==> config.mk <==
export PLATFORM = sky130hd
export DESIGN_NAME = mips_uart_tx_fifo
export DESIGN_NICKNAME = d
export VERILOG_FILES = /design/src/rtl/mips_uart_tx_fifo.sv
export SDC_FILE = /design/constraint.sdc
export NUM_CORES = 1
export LEC_CHECK = 0
export ABC_AREA = 1
export CELL_PAD_IN_SITES_DETAIL_PLACEMENT = 1
export CELL_PAD_IN_SITES_GLOBAL_PLACEMENT = 2
export CORE_ASPECT_RATIO = 2
export CORE_UTILIZATION = 33
export CTS_BUF_LIST = sky130_fd_sc_hd__clkbuf_8
export DETAILED_ROUTE_END_ITERATION = 7
export GPL_TIMING_DRIVEN = 1
export PLACE_DENSITY = 0.75
export SKIP_CTS_REPAIR_TIMING = 1
export SYNTH_ARGS = -nofsm -noshare
export SYNTH_HDL_FRONTEND = slang
export SYNTH_SLANG_ARGS = --single-unit
==> constraint.sdc <==
create_clock -name clk -period 2.4 [get_ports clk]
set_clock_uncertainty 0.05 [all_clocks]
set_input_delay 0.6 -clock clk [delete_from_list [all_inputs] [get_ports clk]]
set_output_delay 0.6 -clock clk [all_outputs]
set_load 0.01 [all_outputs]
==> src/rtl/mips_uart_tx_fifo.sv <==
// Buffered UART transmitter: store data is queued in a circular FIFO and sent back-to-back.
// Start bit leaves one cycle after the push into an idle block; writes to a full FIFO are dropped and flagged.
module mips_uart_tx_fifo #(
  parameter int DATA_WIDTH = 32,
  parameter int UART_Nbit  = 8,
  parameter int FIFO_DEPTH = 8,
  parameter int baudrate   = 9600,
  parameter int clk_freq   = 50000000,
  parameter int PARITY_EN  = 0,
  parameter int PARITY_ODD = 0,
  parameter int STOP_BITS  = 1
) (
  input  logic                          clk,
  input  logic                          reset,
  input  logic                          wr_en,
  input  logic [DATA_WIDTH-1:0]         wr_data,
  input  logic                          clr_tx_flag,
  output logic                          SerialDataOut,
  output logic                          Tx_flag,
  output logic                          tx_busy,
  output logic                          fifo_full,
  output logic                          fifo_empty,
  output logic [$clog2(FIFO_DEPTH):0]   fifo_count,
  output logic                          tx_overflow
);

  localparam int BAUD_DIV = clk_freq / baudrate;
  localparam int CW       = $clog2(BAUD_DIV);
  localparam int PW       = $clog2(FIFO_DEPTH);
  localparam logic [CW-1:0] BAUD_LAST = CW'(BAUD_DIV - 1);
  localparam logic [PW:0]   FULL_CNT  = (PW + 1)'(FIFO_DEPTH);
  localparam logic [3:0]    NBIT_LAST = 4'(UART_Nbit - 1);
  localparam logic [3:0]    STOP_LAST = 4'(STOP_BITS - 1);

  typedef enum logic [2:0] {S_IDLE, S_START, S_DATA, S_PARITY, S_STOP} state_t;

  state_t               r_state;
  logic [UART_Nbit-1:0] r_mem [FIFO_DEPTH];
  logic [PW-1:0]        r_wr_ptr, r_rd_ptr;
  logic [PW:0]          r_count;
  logic [CW-1:0]        r_baud;
  logic [3:0]           r_bit_idx;
  logic [UART_Nbit-1:0] r_shift;
  logic                 r_parity, r_line, r_tx_flag, r_overflow;

  logic                 w_full, w_empty, w_push, w_pop, w_baud_end, w_frame_end;
  logic [UART_Nbit-1:0] w_head;

  assign w_full      = (r_count == FULL_CNT);
  assign w_empty     = (r_count == '0);
  assign w_push      = wr_en & ~w_full;
  assign w_baud_end  = (r_baud == BAUD_LAST);
  assign w_frame_end = (r_state == S_STOP) & w_baud_end & (r_bit_idx == STOP_LAST);
  // Pop either from idle or at the very end of a stop bit, so queued frames have no idle gap.
  assign w_pop       = ~w_empty & ((r_state == S_IDLE) | w_frame_end);
  assign w_head      = r_mem[r_rd_ptr];

  generate
    if (DATA_WIDTH > UART_Nbit) begin : g_hi
      logic w_unused_hi;
      assign w_unused_hi = ^wr_data[DATA_WIDTH-1:UART_Nbit];
    end
  endgenerate

  always_ff @(posedge clk) begin
    if (w_push) r_mem[r_wr_ptr] <= wr_data[UART_Nbit-1:0];
  end

  always_ff @(posedge clk) begin
    if (reset) begin
      r_state    <= S_IDLE;
      r_wr_ptr   <= '0;
      r_rd_ptr   <= '0;
      r_count    <= '0;
      r_baud     <= '0;
      r_bit_idx  <= '0;
      r_shift    <= '0;
      r_parity   <= 1'b0;
      r_line     <= 1'b1;
      r_tx_flag  <= 1'b0;
      r_overflow <= 1'b0;
    end else begin
      if (w_push) r_wr_ptr <= r_wr_ptr + 1'b1;
      if (w_pop)  r_rd_ptr <= r_rd_ptr + 1'b1;
      case ({w_push, w_pop})
        2'b10:   r_count <= r_count + 1'b1;
        2'b01:   r_count <= r_count - 1'b1;
        default: r_count <= r_count;
      endcase

      // A new overflow beats a simultaneous clear; for Tx_flag the clear wins.
      if (wr_en & w_full)   r_overflow <= 1'b1;
      else if (clr_tx_flag) r_overflow <= 1'b0;
      if (clr_tx_flag | w_push)      r_tx_flag <= 1'b0;
      else if (w_frame_end & w_empty) r_tx_flag <= 1'b1;

      if (r_state != S_IDLE) r_baud <= w_baud_end ? '0 : r_baud + 1'b1;

      case (r_state)
        S_IDLE: begin
          r_line <= 1'b1;
          if (w_pop) begin
            r_shift  <= w_head;
            r_parity <= (^w_head) ^ (PARITY_ODD != 0);
            r_baud   <= '0;
            r_line   <= 1'b0;
            r_state  <= S_START;
          end
        end
        S_START: if (w_baud_end) begin
          r_state   <= S_DATA;
          r_bit_idx <= '0;
          r_line    <= r_shift[0];
        end
        S_DATA: if (w_baud_end) begin
          if (r_bit_idx == NBIT_LAST) begin
            r_bit_idx <= '0;
            if (PARITY_EN != 0) begin
              r_state <= S_PARITY;
              r_line  <= r_parity;
            end else begin
              r_state <= S_STOP;
              r_line  <= 1'b1;
            end
          end else begin
            r_bit_idx <= r_bit_idx + 1'b1;
            r_shift   <= r_shift >> 1;
            r_line    <= r_shift[1];
          end
        end
        S_PARITY: if (w_baud_end) begin
          r_state   <= S_STOP;
          r_bit_idx <= '0;
          r_line    <= 1'b1;
        end
        S_STOP: if (w_baud_end) begin
          if (r_bit_idx == STOP_LAST) begin
            if (w_pop) begin
              r_shift  <= w_head;
              r_parity <= (^w_head) ^ (PARITY_ODD != 0);
              r_line   <= 1'b0;
              r_state  <= S_START;
            end else begin
              r_state <= S_IDLE;
            end
          end else begin
            r_bit_idx <= r_bit_idx + 1'b1;
          end
        end
        default: r_state <= S_IDLE;
      endcase
    end
  end

  assign SerialDataOut = r_line;
  assign Tx_flag       = r_tx_flag;
  assign tx_overflow   = r_overflow;
  assign fifo_count    = r_count;
  assign fifo_full     = w_full;
  assign fifo_empty    = w_empty;
  assign tx_busy       = (r_state != S_IDLE) | ~w_empty;

endmodule

Word level (Yosys, flattened, before mapping)
Memories as Yosys holds them, arrays and structs flattened. A register that Yosys moved wholly into a read port is not among the register bits.
Index checks and enable logic that the tools add are counted.
{"block": "classes", "add_sub_neg": 6, "n_eq_ne": 20, "muxes": 41, "reduce_logical": 15, "bitwise": 11}
{"operator": "13-bit 2-to-1 mux", "n": 4}
{"operator": "8-bit 2-to-1 mux", "n": 5}
{"operator": "3-bit 2-to-1 mux", "n": 9}
{"operator": "8-bit one-hot mux with 3 select lines", "n": 1}
{"operator": "4-bit 2-to-1 mux", "n": 5}
{"operator": "2-bit != test (second input constant)", "n": 9}
{"operator": "3-bit one-hot mux with 5 select lines", "n": 1}
{"operator": "7-bit AND reduction", "n": 2}
{"operator": "13-bit by 1-bit adder with 13-bit output (second input constant)", "n": 1}
{"operator": "13-bit == test (second input constant)", "n": 1}
{"operator": "1-bit 2-to-1 mux", "n": 13}
{"operator": "4-bit one-hot mux with 3 select lines", "n": 1}
{"operator": "5-bit AND reduction", "n": 2}
{"operator": "3-bit nonzero test", "n": 3}
{"operator": "4-bit by 1-bit adder with 4-bit output (second input constant)", "n": 2}
{"operator": "4-bit logical NOT", "n": 2}
{"operator": "4-bit one-hot mux with 2 select lines", "n": 1}
{"operator": "3-bit by 1-bit adder with 3-bit output (second input constant)", "n": 2}
{"operator": "1-bit AND", "n": 6}
{"operator": "3-bit by 2-bit == test with 1-bit output (second input constant)", "n": 2}
{"operator": "1-bit one-hot mux with 5 select lines", "n": 1}
{"operator": "5-bit nonzero test", "n": 1}
{"operator": "4-bit by 3-bit == test with 1-bit output (second input constant)", "n": 1}
{"operator": "4-bit == test (second input constant)", "n": 1}
{"operator": "11 further kinds", "n": 17}
{"block": "totals", "input_bits": 36, "ram_bits": 64, "memories": 1, "word_cells": 104, "out_inout_bits": 10, "register_bits": 41}
{"name": "r_mem", "depth": 8, "width": 8, "rd": 1, "rd_ports_with_merged_regs": 1, "wr": 1, "line": "38", "rtl": "logic [UART_Nbit-1:0] r_mem [FIFO_DEPTH];"}

Longest topological paths before layout
Gate-level depths: netlist of the first run.
{"block": "depth", "depth_word": 9, "ltp_mapped": 16}

Least setup slack after synthesis of the first run
OpenSTA, ideal clock, no wires.
{"block": "synth_timing", "path_kind": "reg2reg", "from": "register r_baud[0]", "to": "register r_count[2] (netlist: fifo_count[2])", "period_less_slack_ns": 2.272, "setup_ns": 0.115, "arrival_time_ns": 2.106, "stages_incl_launch_ff": 17, "path_buffers": 0, "slack_ns": 0.128, "cell_sequence": "dfxtp_1 > ha_1 > nand2_1 > inv_1 > nand2_1 > nor2_1 > nand3_2 > nand2_2 > nand2_4 > inv_2 > ha_1 > xor2_1 > ha_1 > a21oi_1 > xnor2_1 > o21ai_0 > inv_1"}
{"block": "synth_via", "elab_chain_cells": 7}
{"item": "start, declared", "line": "41", "rtl": "logic [CW-1:0] r_baud;"}
{"item": "start signal, assigned", "line": "97", "rtl": "if (r_state != S_IDLE) r_baud <= w_baud_end ? '0 : r_baud + 1'b1;"}
{"item": "13-bit == test *", "line": "52", "rtl": "assign w_baud_end = (r_baud == BAUD_LAST);"}
{"item": "1-bit AND * (2 in a row)", "line": "53", "rtl": "assign w_frame_end = (r_state == S_STOP) & w_baud_end & (r_bit_idx == STOP_LAST);"}
{"item": "1-bit bitwise OR *", "line": "55", "rtl": "assign w_pop = ~w_empty & ((r_state == S_IDLE) | w_frame_end);"}
{"item": "1-bit AND *", "line": "55"}
{"item": "2-bit by 1-bit == test with 1-bit output or 2-bit == test (tied branches)", "line": "85", "rtl": "case ({w_push, w_pop})"}
{"item": "4-bit one-hot mux with 2 select lines or 2-bit nonzero test (tied branches)"}
{"item": "end signal, assigned", "line": "86", "rtl": "2'b10: r_count <= r_count + 1'b1;"}
{"item": "end signal, assigned", "line": "87", "rtl": "2'b01: r_count <= r_count - 1'b1;"}
{"item": "end signal, assigned", "line": "88", "rtl": "default: r_count <= r_count;"}
{"item": "end, declared", "line": "40", "rtl": "logic [PW:0] r_count;"}
Mark *: on every way between the ends. The rest lies on a longest branch, timed or not.
A chain may end at the register's enable or synchronous reset.

Final worst setup path of the first run
{"block": "layout_timing", "from": "register r_state[2]", "to": "output tx_busy"}
{"block": "layout_via", "elab_chain_cells": 2}
{"item": "start, declared", "line": "37", "rtl": "state_t r_state;"}
{"item": "start signal, assigned", "line": "71", "rtl": "r_state <= S_IDLE;"}
{"item": "start signal, assigned", "line": "107", "rtl": "r_state <= S_START;"}
{"item": "start signal, assigned", "line": "111", "rtl": "r_state <= S_DATA;"}
{"item": "3-bit nonzero test", "line": "161", "rtl": "assign tx_busy = (r_state != S_IDLE) | ~w_empty;"}
{"item": "1-bit bitwise OR", "line": "161"}
{"item": "end, declared", "line": "20", "rtl": "output logic tx_busy,"}
No other way between the ends.

==> results of run 1 <==
placed cells by master (no fill, tap or decap), types with 21 or more instances in the layout:
cell type,Yosys,routed
o21ai_0,24,24
edfxtp_1,64,64
buf_4,1,33
nor2_1,56,55
inv_1,44,43
dfxtp_1,44,41
nand3_1,82,81
nand2_1,143,142
a21oi_1,32,32
clkdlybuf4s50_1,0,21
power groups by stage:
stage / clock network [mW] / logic (mW) / registers [mW]
6_report: 1.06 / 2.48 / 2.30
5_1_grt: 1.18 / 2.81 / 2.32
4_1_cts: 1.10 / 2.43 / 2.29
3_5_place_dp: 0 / 2.42 / 2.33
3_3_place_gp: 0 / 2.36 / 2.32
2_1_floorplan: 0 / 1.55 / 2.33
worst min-delay path, stage by stage, from the launching register on:
cell and delay, ns:
dfxtp_1 0.33, nand2_1 0.06, a21oi_1 0.06
cell families (layout without fill, tap and decap cells):
kind of cell | after synthesis | after routing
AO/OA/AOI/OAI | 68 | 68
XOR/XNOR | 5 | 5
adder cells (fa/ha/maj) | 8 | 8
buffers and inverters | 68 | 119
flip-flops | 108 | 108
AND/OR/NAND/NOR | 308 | 308
final timing paths:
kind         cells past startpoint  slack, ns                       from                    endpoint
max                              5       0.09    r_state[2]$_SDFFE_PP0P_                     tx_busy
min                              2       0.43   tx_overflow$_SDFFE_PP0P_    tx_overflow$_SDFFE_PP0P_
max reg2reg                     16       0.21  r_bit_idx[0]$_SDFFE_PP0P_  fifo_count[3]$_SDFFE_PP0P_
min reg2reg                      2       0.43   tx_overflow$_SDFFE_PP0P_    tx_overflow$_SDFFE_PP0P_
layout make-up:
| cell class | count | area [µm²] | share of cell area, % |
|---|---|---|---|
| Clock buffer | 9 | 123.9 | 2.129 |
| Clock inverter | 7 | 57.56 | 0.9892 |
| Inverter | 49 | 183.9 | 3.161 |
| Multi-Input combinational cell | 389 | 1942 | 33.38 |
| Sequential cell | 108 | 2809 | 48.28 |
| Tap cell | 195 | 244.0 | 4.194 |
| Timing Repair Buffer | 54 | 457.9 | 7.871 |
stage by stage:
stage | utilization, % | instance area (µm²) | hold WS (ns) | worst slack (ns)
finish | 39.47 | 5818 | 0.4302 | 0.08572
global route | 39.47 | 5818 | 0.4510 | -0.01347
CTS | 38.99 | 5747 | 0.4378 | -0.1458
detailed placement | 37.76 | 5565 | 0.4126 | -0.001235
global placement | 37.76 | 5565 | 0.3972 | 0.01180
floorplan | - | 4972 | 0.3849 | 0.1280
sequential cells by signal, indices dropped and copies added (netlist names), named ones only:
name and flops:
SerialDataOut 1, Tx_flag 1, fifo_count 4, r_baud 13, r_bit_idx 4, r_mem 64, r_rd_ptr 3, r_shift 8
r_state 3, r_wr_ptr 3, tx_overflow 1
per-layer routing:
metal	global-route usage [%]	wire [µm]	up-vias
li1	-	-	1977
met1	17.38	4831	1945
met2	36.31	7835	34
met3	2.538	193	16
met4	6.855	302	0
met5	0	0	-
==> metrics.yaml, run 1 <==
status:
  outcome: "completed"
worst_setup_path:
  critPathKind: "register to output pin"
  cp_top_family: "buffers and inverters"
  critPathMaxFanout: 5
  required_ns: 1.75
  slowest_stage: "clkdlybuf4s50_1"
  crit_chain: "inv_1 > nand2_2 > nor2_2 > inv_1 > clkdlybuf4s50_1"
  crit_buf_inv: 3
  arrival_ns: 1.66
  critPathMostFrequentCell: "inv_1"
  max_stage_delay_ns: 0.48
  worstSetupStartpointType: "register"
  endpoint_kind: "output pin"
power:
  switching_share_pct: 40.20
  p_per_area_nw_per_um2: 1004
  seqPwrFrac_pct: 39.4
  p_int_mw: 3.494
  switchingPower_mw: 2.349
  p_leak_nw: 2.246
  ir_worst_vdd_mv: 0.4778
  comb_power_share_pct: 42.5
  clockPowerShare_pct: 18.2
  power_mw: 5.842
global_route:
  track_usage_pct: 18.04
  grt_pass1_vias: 4258
  antenna_found_initial: 0
  grt_max_degree: 33
  overflow: 0
  grt_pass1_wl_um: 20890
floorplan:
  coreArea_um2: 14740
  die_area_um2: 15590
  die_h_um: 175.6
  io_pins: 46
  die_w_um: 88.80
  rows: 63
  start_util_pct: 33.73
placement:
  portBuffers: 21
  dp_hpwl_um: 9674
  dp.cells: 793
  gp_congestion: 0.8101
route:
  drt-initial-drc-count: 115
  drt_pre_antenna_iters: 4
  wire_per_inst_um: 16.23
  viasPerCell: 4.898
  vias: 3972
  drt_wl_total_um: 13160
  postRouteAntennaNets: 0
  remaining_drc_errors: 0
synth:
  syn_avg_cell_area_um2: 8.800
  synth_seq_cells: 108
  synth_most_common_cell: "nand2_1"
  synth_edf_count: 64
  synth_area_leader_cell: "edfxtp_1"
  syn_inst: 565
  synth-seq-area-share_pct: 56.37
  synth.distinct_cells: 32
  syn_area_um2: 4972
  synthXorXnorAreaFrac_pct: 0.8807
  synth_mux_area_share_pct: 0
  synth_top_family_by_area: "simple AND/OR/NAND/NOR gates"
  synthAdderAreaFrac_pct: 2.013
  ys.warnings.count: 0
  synthArstFlopShare_pct: 0
  yosysTopAreaCellShare_pct: 38.65
  yosys-top-cells-area: "edfxtp_1 (39%), dfxtp_1 (18%), nand2_1 (11%)"
  syn-num-nets: 609
  synthSimpleGateAreaFrac_pct: 27.58
  ys.flop_type: "edfxtp_1"
  synth_compound_area_share_pct: 7.574
  synthTopCellsByCount: "nand2_1 (143), nand3_1 (82), edfxtp_1 (64), nor2_1 (56)"
sta:
  hold_viol: 0
  period_needed_ns: 2.314
  setup_viol_count_final: 0
  timing.fmax_mhz: 432.1
  fin_tns_setup_ns: 0
  worst_pin_slew_ns: 0.6583
  period_share_pct: 96.43
  relSlewSlack_pct: 56.07
  drv_slew: 0
clock_tree:
  clk_path_buf_depth: 2
  root_buffer: "clkbuf_8"
  cts_sinks: 108
  cts-htree-levels: 3
  cts_buffers: 9
  cts_tree: "yes"
  path_clk_slew_ns: 0.11
  worst_skew_pair.late_latency_ns: 0.37
finish:
  drive_above_1_share_pct: 13.64
  area_delta_synth_final_pct: 17.01
  layout.nets: 655
  stdcell_count: 811
  fillCellCount: 1742
  antenna_cells: 0
run:
  cap_viol_max_count: 0
hold_path:
  hold_class: "register to register"
(Power assumes the default switching activity.)
==> inputs of run 2 (changes only) <==
Settings changed: ABC_AREA 1 to 0, CORE_UTILIZATION 33 to 36, CTS_CLUSTER_SIZE set to 10.
==> run 2 against run 1 <==
The run now ends with setup timing left; hold slack improved by 0.011 ns; via count decreased by 12%; fmax decreased by 9.8%; clock-buffer cell count unchanged; sequential cell count unchanged; worst setup slack got worse by 0.25 ns; sequential power increased by 2%.
==> metrics.yaml, run 2 <==
global_route:
  grtUsageMet1_pct: 16.89  # was 17.38%
  grt_pass1_wl_um: 18680  # was 20890 µm
  gr-usage-met2_pct: 36.77  # was 36.31%
  overflow: 0  # unchanged
  grtUsageMet3_pct: 2.982  # was 2.538%
  track_usage_pct: 17.93  # was 18.04%
  grt_max_degree: 44  # was 33
  busiest_layer: "met2"  # unchanged
  antenna_found_initial: 0  # unchanged
  grt_pass1_vias: 3684  # was 4258
route:
  vias: 3486  # was 3972
  viasPerCell: 5.481  # was 4.898
  wire_per_inst_um: 18.72  # was 16.23 µm
  remaining_drc_errors: 0  # unchanged
  drt_wl_total_um: 11910  # was 13160 µm
  drt_pre_antenna_iters: 4  # unchanged
  postRouteAntennaNets: 0  # unchanged
  drt-initial-drc-count: 89  # was 115
synth:
  synthTopCellsByCount: "edfxtp_1 (64), dfxtp_1 (44), nor2_1 (37), mux2i_1 (32), a21oi_1 (29)"  # was nand2_1 (143), nand3_1 (82), edfxtp_1 (64), nor2_1 (56)
  synth-seq-area-share_pct: 58.53  # was 56.37%
  ys.warnings.count: 0  # unchanged
  yosys-top-cells-area: "edfxtp_1 (40%), dfxtp_1 (18%), mux2i_1 (6.7%)"  # was edfxtp_1 (39%), dfxtp_1 (18%), nand2_1 (11%)
  synthArstFlopShare_pct: 0  # unchanged
  yosysTopAreaCellShare_pct: 40.14  # was 38.65%
  syn_area_um2: 4788  # was 4972 µm²
  synth_most_common_cell: "edfxtp_1"  # was nand2_1
  synth.distinct_cells: 55  # was 32
  syn_inst: 412  # was 565
  synth_seq_cells: 108  # unchanged
  synth_area_leader_cell: "edfxtp_1"  # unchanged
  synth_edf_count: 64  # unchanged
  syn_avg_cell_area_um2: 11.62  # was 8.800 µm²
  syn-num-nets: 456  # was 609
  ys.flop_type: "edfxtp_1"  # unchanged
sta:
  period_share_pct: 106.9  # was 96.43%
  period_needed_ns: 2.567  # was 2.314 ns
  setup_ws_ns: -0.1666  # was 0.08572 ns
  worst_pin_slew_ns: 0.4798  # was 0.6583 ns
  hold_viol: 0  # unchanged
  rsz0062_at_grt: "yes"
  drv_slew: 0  # unchanged
  relSlewSlack_pct: 67.68  # was 56.07%
  setup_viol_count_final: 1  # was 0
  timing.fmax_mhz: 389.6  # was 432.1 MHz
worst_setup_path:
  required_ns: 2.66  # was 1.75 ns
  endpoint_kind: "register"  # was output pin
  arrival_ns: 2.83  # was 1.66 ns
  worstSetupStartpointType: "register"  # unchanged
  critPathMaxFanout: 2  # was 5
  critPathKind: "register to register"  # was register to output pin
placement:
  portBuffers: 21  # unchanged
  placed_area_um2: 5539  # was 5565 µm²
  dp_hpwl_um: 8690  # was 9674 µm
  preCtsSetupSlack_ns: -0.3040  # was -0.001235 ns
  gp_congestion: 0.8043  # was 0.8101
clock_tree:
  root_buffer: "clkbuf_8"  # unchanged
  clk_path_buf_depth: 2  # unchanged
  cts-htree-levels: 3  # unchanged
  worst_skew_pair.late_latency_ns: 0.38  # was 0.37 ns
  cts_tree: "yes"  # unchanged
  cts_buffers: 9  # unchanged
  cts_sinks: 108  # unchanged
  path_clk_slew_ns: 0.12  # was 0.11 ns
floorplan:
  die_w_um: 83.55  # was 88.80 µm
  die_area_um2: 13790  # was 15590 µm²
  start_util_pct: 36.85  # was 33.73%
  die_h_um: 165.1  # was 175.6 µm
  rows: 59  # was 63
  coreArea_um2: 12990  # was 14740 µm²
  io_pins: 46  # unchanged
finish:
  layout.nets: 523  # was 655
  largest_reg_flops: 64  # unchanged
  drive_above_1_share_pct: 23.55  # was 13.64%
  final_cell_mix: "edfxtp_1 (64), buf_4 (54), dfxtp_1 (38)"  # was nand2_1 (142), nand3_1 (81), edfxtp_1 (64)
  top_register: "r_mem"  # unchanged
  final_area_um2: 5849  # was 5818 µm²
  reg.largest.list: "r_mem (64), r_baud (13), r_shift (8)"  # unchanged
  final_common_cell: "edfxtp_1"  # was nand2_1
  antenna_cells: 0  # unchanged
  fillCellCount: 1382  # was 1742
  area_delta_synth_final_pct: 22.16  # was 17.01%
power:
  p_leak_nw: 2.003  # was 2.246 nW
  p_per_area_nw_per_um2: 965.2  # was 1004 nW/µm²
  ir_worst_vdd_mv: 0.6091  # was 0.4778 mV
status:
  outcome: "finished with violations"  # was completed
  violations: "setup timing"
run:
  cap_viol_max_count: 0  # unchanged
hold_path:
  hold_class: "register to register"  # unchanged
run 2: cell types whose count changed in the layout (fill, tap and decap cells not counted), moves of 6 or more:
cell and change:
a311oi_1 +7, or4_1 +8, nand3_1 -75, o21ai_0 -6, nor2_1 -18, nand2b_1 +7
inv_1 -41, o22ai_1 +13, buf_4 +21, nor3_1 +12, nand2_2 -6, a31oi_1 +8
mux2i_1 +32, nand2_1 -120
run 2: critical path: stages, from the launching register on:
cell     delay (ns)
dfxtp_2        0.34
inv_2          0.06
ha_4           0.13
nor3b_4        0.18
buf_6          0.13
nand4_1        0.11
a21o_1         0.23
inv_2          0.10
ha_4           0.16
xor2_2         0.14
ha_2           0.19
a21oi_2        0.04
xor2_1         0.17
or3_4          0.37
a21oi_2        0.11
run 2: logic make-up (layout without fill, tap and decap cells):
| family | after synthesis | after routing | share of synthesized area [%] |
|---|---|---|---|
| simple gates | 134 | 134 | 15.65 |
| xor+xnor | 8 | 8 | 1.463 |
| compound gates | 92 | 92 | 11.94 |
| mux | 34 | 34 | 7.630 |
| buf+inv | 28 | 100 | 2.691 |
| fa+ha+maj | 8 | 8 | 2.090 |
| flops | 108 | 108 | 58.53 |
run 2: where the power goes:
| part | total, mW | switching [mW] | internal, mW |
|---|---|---|---|
| sequential | 2.34 | 0.162 | 2.17 |
| clock | 1.11 | 0.708 | 0.404 |
| combinational | 2.20 | 1.13 | 1.07 |
| total | 5.65 | 2.00 | 3.65 |
run 2: layout make-up:
class / instances / area, µm² / area share [%]
inverter: 6 / 22.52 / 0.3850
sequential: 108 / 2810 / 48.04
clock inverter: 7 / 70.07 / 1.198
clock buffer: 9 / 123.9 / 2.118
tap: 152 / 190.2 / 3.251
timing repair buffer: 78 / 674.4 / 11.53
multi-input combinational: 276 / 1958 / 33.48
run 2: per-stage QoR:
step / util [%] / hold slack [ns] / setup TNS, ns / total power [mW] / instances
after floorplan: - / 0.3986 / -0.05499 / 3.632 / 412
after global placement: 42.63 / 0.4082 / -0.3927 / 4.413 / 613
after detailed placement: 42.63 / 0.4285 / -0.4812 / 4.502 / 613
after CTS: 44.13 / 0.4361 / -0.7066 / 5.619 / 629
after global routing: 45.02 / 0.4683 / -0.4858 / 6.001 / 636
final: 45.02 / 0.4412 / -0.1666 / 5.646 / 636
run 2: worst paths after layout:
| path | to | startpoint | slack (ns) | depth (start not counted) |
|---|---|---|---|---|
| worst max register to register | fifo_count[2]$_SDFFE_PP0P_ | r_bit_idx[1]$_SDFFE_PP0P_ | -0.17 | 14 |
| worst min-delay path | register | r_rd_ptr[2]$_SDFFE_PP0N_ | 0.44 | 2 |
| worst max-delay path | fifo_count[2]$_SDFFE_PP0P_ | r_bit_idx[1]$_SDFFE_PP0P_ | -0.17 | 14 |
| worst min register to register | register | r_rd_ptr[2]$_SDFFE_PP0N_ | 0.44 | 2 |
run 2: metal layers:
metal	wire length [µm]	part of all wire [%]
met3	180	1.5
met2	7068	59
met4	393	3.3
met5	0	0
met1	4263	36
==> inputs of run 3 (changes only) <==
Settings changed: PLACE_DENSITY 0.75 to 0.81.
==> run 3 against run 2 <==
The flow still finishes with violations (setup timing); clock-buffer cell count unchanged; total power increased by 0.66%; critical path depth unchanged; combinational power about the same; sequential power about the same; worst setup slack improved by 0.077 ns; clock power about the same; sequential cell count unchanged; largest power group unchanged.
==> metrics.yaml, run 3 (synthesis gave the netlist of run 2 again) <==
power:
  p_per_area_nw_per_um2: 970.3  # was 965.2 nW/µm²
  p_leak_nw: 2.007  # was 2.003 nW
  power_mw: 5.683  # was 5.646 mW
  ir_worst_vdd_mv: 0.4903  # was 0.6091 mV
floorplan:
  die_w_um: 83.55  # unchanged
  die_area_um2: 13790  # unchanged
  io_pins: 46  # unchanged
  coreArea_um2: 12990  # unchanged
  die_h_um: 165.1  # unchanged
  rows: 59  # unchanged
  start_util_pct: 36.85  # unchanged
hold_path:
  whs_path_depth: 2  # unchanged
  hold_class: "register to register"  # unchanged
  hold_end: "r_shift[4]$_SDFFE_PP0P_"
  hold_start: "r_shift[5]$_SDFFE_PP0P_"  # was r_rd_ptr[2]$_SDFFE_PP0N_
clock_tree:
  cts_buffers: 9  # unchanged
  path_clk_slew_ns: 0.11  # was 0.12 ns
  cts_tree: "yes"  # unchanged
  cts_sinks: 108  # unchanged
  root_buffer: "clkbuf_8"  # unchanged
  cts-htree-levels: 3  # unchanged
  worst_skew_pair.late_latency_ns: 0.38  # about the same
  clk_path_buf_depth: 2  # unchanged
worst_setup_path:
  worstSetupStartpointType: "register"  # unchanged
  required_ns: 2.65  # was 2.66 ns
  critPathMaxFanout: 2  # unchanged
  rrSetupSlack_ns: -0.09  # was -0.17 ns
  critPathKind: "register to register"  # unchanged
  r2r_start: "r_bit_idx[1]$_SDFFE_PP0P_"  # unchanged
  reg2reg_to: "fifo_count[2]$_SDFFE_PP0P_"  # unchanged
  arrival_ns: 2.74  # was 2.83 ns
  endpoint_kind: "register"  # unchanged
  ff2ff_path_depth: 14  # unchanged
sta:
  period_share_pct: 103.7  # was 106.9%
  period_needed_ns: 2.490  # was 2.567 ns
  timing.fmax_mhz: 401.7  # was 389.6 MHz
  setup_ws_ns: -0.08950  # was -0.1666 ns
  worst_pin_slew_ns: 0.5053  # was 0.4798 ns
  rsz0062_at_grt: "yes"  # unchanged
  fin_tns_setup_ns: -0.08950  # was -0.1666 ns
  relSlewSlack_pct: 65.96  # was 67.68%
  hold_viol: 0  # unchanged
  setup_viol_count_final: 1  # unchanged
  drv_slew: 0  # unchanged
status:
  violations: "setup timing"  # unchanged
  outcome: "finished with violations"  # unchanged
global_route:
  track_usage_pct: 17.22  # was 17.93%
  overflow: 0  # unchanged
  grt_max_degree: 44  # unchanged
  antenna_found_initial: 0  # unchanged
  grt_pass1_wl_um: 18240  # was 18680 µm
  grt_pass1_vias: 3698  # was 3684
route:
  wire_per_inst_um: 18.11  # was 18.72 µm
  viasPerCell: 5.466  # was 5.481
  drt_pre_antenna_iters: 4  # unchanged
  drt_wl_total_um: 11500  # was 11910 µm
  remaining_drc_errors: 0  # unchanged
  drt-initial-drc-count: 102  # was 89
  postRouteAntennaNets: 0  # unchanged
  vias: 3471  # was 3486
finish:
  final_cell_mix: "edfxtp_1 (64), buf_4 (53), dfxtp_1 (39)"  # was edfxtp_1 (64), buf_4 (54), dfxtp_1 (38)
  area_delta_synth_final_pct: 22.32  # was 22.16%
  reg.largest.list: "r_mem (64), r_baud (13), r_shift (8)"  # unchanged
  top_register: "r_mem"  # unchanged
  largest_reg_flops: 64  # unchanged
  drive_above_1_share_pct: 23.19  # was 23.55%
  antenna_cells: 0  # unchanged
  fin_util_pct: 45.08  # was 45.02%
  layout.nets: 522  # was 523
  final_area_um2: 5857  # was 5849 µm²
  final_common_cell: "edfxtp_1"  # unchanged
placement:
  gp_congestion: 0.7739  # was 0.8043
  portBuffers: 21  # unchanged
  placed_area_um2: 5539  # unchanged
  preCtsSetupSlack_ns: -0.2896  # was -0.3040 ns
  dp_hpwl_um: 8519  # was 8690 µm
run:
  cap_viol_max_count: 0  # unchanged
run 3: through the flow:
| stage | cells | hold slack [ns] |
|---|---|---|
| floorplan | 412 | 0.3986 |
| global placement | 613 | 0.4111 |
| detailed placement | 613 | 0.4204 |
| CTS | 629 | 0.4362 |
| global route | 635 | 0.4608 |
| finish | 635 | 0.4327 |
run 3: layer usage:
layer / track usage, % / part of all wire (%) / vias up
li1: - / - / 1679
met1: 16.01 / 37 / 1748
met2: 35.99 / 60 / 29
met3: 2.435 / 1.1 / 15
met4: 7.704 / 2.1 / 0
met5: 0 / 0 / -
run 3: how the worst max path moves through the flow:
| stage | start | slack (ns) | cells after the start | end |
|---|---|---|---|---|
| after CTS | fifo_count[3]$_SDFFE_PP0P_ | -0.26 | 5 | tx_busy |
| after floorplan | fifo_count[2]$_SDFFE_PP0P_ | -0.05 | 11 | fifo_count[2]$_SDFFE_PP0P_ |
| final | r_bit_idx[1]$_SDFFE_PP0P_ | -0.09 | 14 | fifo_count[2]$_SDFFE_PP0P_ |
| after global placement | wr_en | -0.26 | 10 | fifo_count[2]$_SDFFE_PP0P_ |
| after detailed placement | wr_en | -0.29 | 10 | fifo_count[2]$_SDFFE_PP0P_ |
| after global routing | r_bit_idx[1]$_SDFFE_PP0P_ | -0.23 | 14 | fifo_count[2]$_SDFFE_PP0P_ |
run 3: cell type report:
type	instances	area, µm²
fill	1399	7136
sequential	108	2811
multi-input combinational	276	1968
timing repair buffer	77	666.9
tap	152	190.2
clock buffer	9	123.9
clock inverter	7	73.82
inverter	6	22.52
run 3: worst max-delay path: stages, from the launching register on:
cell and delay [ns]:
dfxtp_2 0.34, inv_2 0.07, ha_4 0.13, nor3b_4 0.17, buf_4 0.14, nand4_1 0.11, a21o_1 0.22, inv_2 0.09
ha_4 0.15, xor2_2 0.12, ha_2 0.19, a21oi_2 0.04, xor2_1 0.15, or3_1 0.32, a21oi_2 0.13
run 3: power by group:
part | switching (mW) | internal [mW]
combinational | 1.13 | 1.10
clock | 0.708 | 0.413
sequential | 0.156 | 2.18
total | 2.00 | 3.69
==> edit, RTL diff (config.mk and constraints of run 1) <==
`UART_Nbit`: 8 -> 16.
--- a/src/rtl/mips_uart_tx_fifo.sv
+++ b/src/rtl/mips_uart_tx_fifo.sv
@@ -2,7 +2,7 @@
 // Start bit leaves one cycle after the push into an idle block; writes to a full FIFO are dropped and flagged.
 module mips_uart_tx_fifo #(
   parameter int DATA_WIDTH = 32,
-  parameter int UART_Nbit  = 8,
+  parameter int UART_Nbit  = 16,
   parameter int FIFO_DEPTH = 8,
   parameter int baudrate   = 9600,
   parameter int clk_freq   = 50000000,
Function: same outputs for any inputs over 10 cycles, from zero or initial values and one cycle with reset high; that may be too few to reach the edited logic, so the function may still have changed.
==> edit against run 1 <==
- global-route usage up 0.29 points
- maximum frequency up 3.8%
- final area up 58%
- wire length up 55%
- hold slack worse by 5.8 ps
- sequential cell count up 72
- power up 65%
- sequential power up 66%
- setup slack better by 85 ps
- final cell count up 42%
- area after synthesis up 56%
- critical path type unchanged
- non-clock buffer count up 22
==> edit: results (changes against run 1) <==
[outcome]
run_status = complete, no violations  ; unchanged

[power_and_ir_drop]
powerComb_mw = 3.74  ; was 2.48 mW
swShare = 0.3851  ; was 0.4020
p_leak_nw = 3.493  ; was 2.246 nW
p_clk_frac = 0.214  ; was 0.182
ir_worst_vdd_mv = 0.4824  ; was 0.4778 mV
power_frac_comb = 0.389  ; was 0.425

[global_route]
grt_usage = 0.1833  ; was 0.1804
grt_pass1_wl_um = 32320  ; was 20890 µm
met1_usage = 0.1849  ; was 0.1738
use_met2 = 0.3673  ; was 0.3631
use_met3 = 0.03221  ; was 0.02538

[placement]
place_inst = 1121  ; was 793
hpwl_um = 13820  ; was 9674 µm
place_area_um2 = 8717  ; was 5565 µm²
gp_routability_congestion = 0.8043  ; was 0.8101
portBuffers = 29  ; was 21
place_ws_ps = 18.08  ; was -1.235 ps

[yosys]
synth_area_per_cell_um2 = 9.713  ; was 8.800 µm²
synth-edff-count = 128  ; was 64
synth.net_count = 842  ; was 609
synth_fa_ha_area_frac = 0.01291  ; was 0.02013
synthTopCellsByArea = edfxtp_1, dfxtp_1, nand2_1, nand3_1, nor2_1  ; unchanged
yosys-top-cells-count = nand2_1, nand3_1, edfxtp_1, nor2_1, dfxtp_1  ; was nand2_1, nand3_1, edfxtp_1, nor2_1
synthXorXnorAreaFrac = 0.006780  ; was 0.008807

[clock_network]
htreeDepth = 4  ; was 3
worstSkewPairLatency_ps = 470  ; was 370 ps

[route]
drtIter0Drc = 191  ; was 115
totalWireLength_um = 20460  ; was 13160 µm

[sta]
hold-worst-slack_ps = 424.4  ; was 430.2 ps

[setup_path]
worst_ep_arrival_time_ps = 1580  ; was 1660 ps

-- edit: layout make-up --
| type | count | area [µm²] |
|---|---|---|
| fill | 2695 | 13920 |
| sequential | 180 | 4888 |
| multi-input combinational | 537 | 2626 |
| timing repair buffer | 76 | 775.7 |
| tap | 283 | 354.1 |
| clock buffer | 17 | 234.0 |
| inverter | 46 | 175.2 |
| clock inverter | 15 | 152.6 |
-- edit: final timing paths --
kind	start	end	depth (start not counted)
max	fifo_count[1]	fifo_count[1]	2
min	tx_overflow	tx_overflow	2
max reg2reg	r_bit_idx[0]	fifo_count[2]	15
min reg2reg	tx_overflow	tx_overflow	2
-- edit: per-layer routing --
layer | vias to the layer above | part of all wire
met1 | 2800 | 0.38
met4 | 0 | 0.0096
li1 | 2824 | -
met5 | - | 0
met3 | 12 | 0.019
met2 | 43 | 0.59
-- edit: worst max-delay path, cell delays in order (launching register included) --
cell and delay (ps):
dfxtp_1 380, buf_4 180, clkdlybuf4s50_1 540
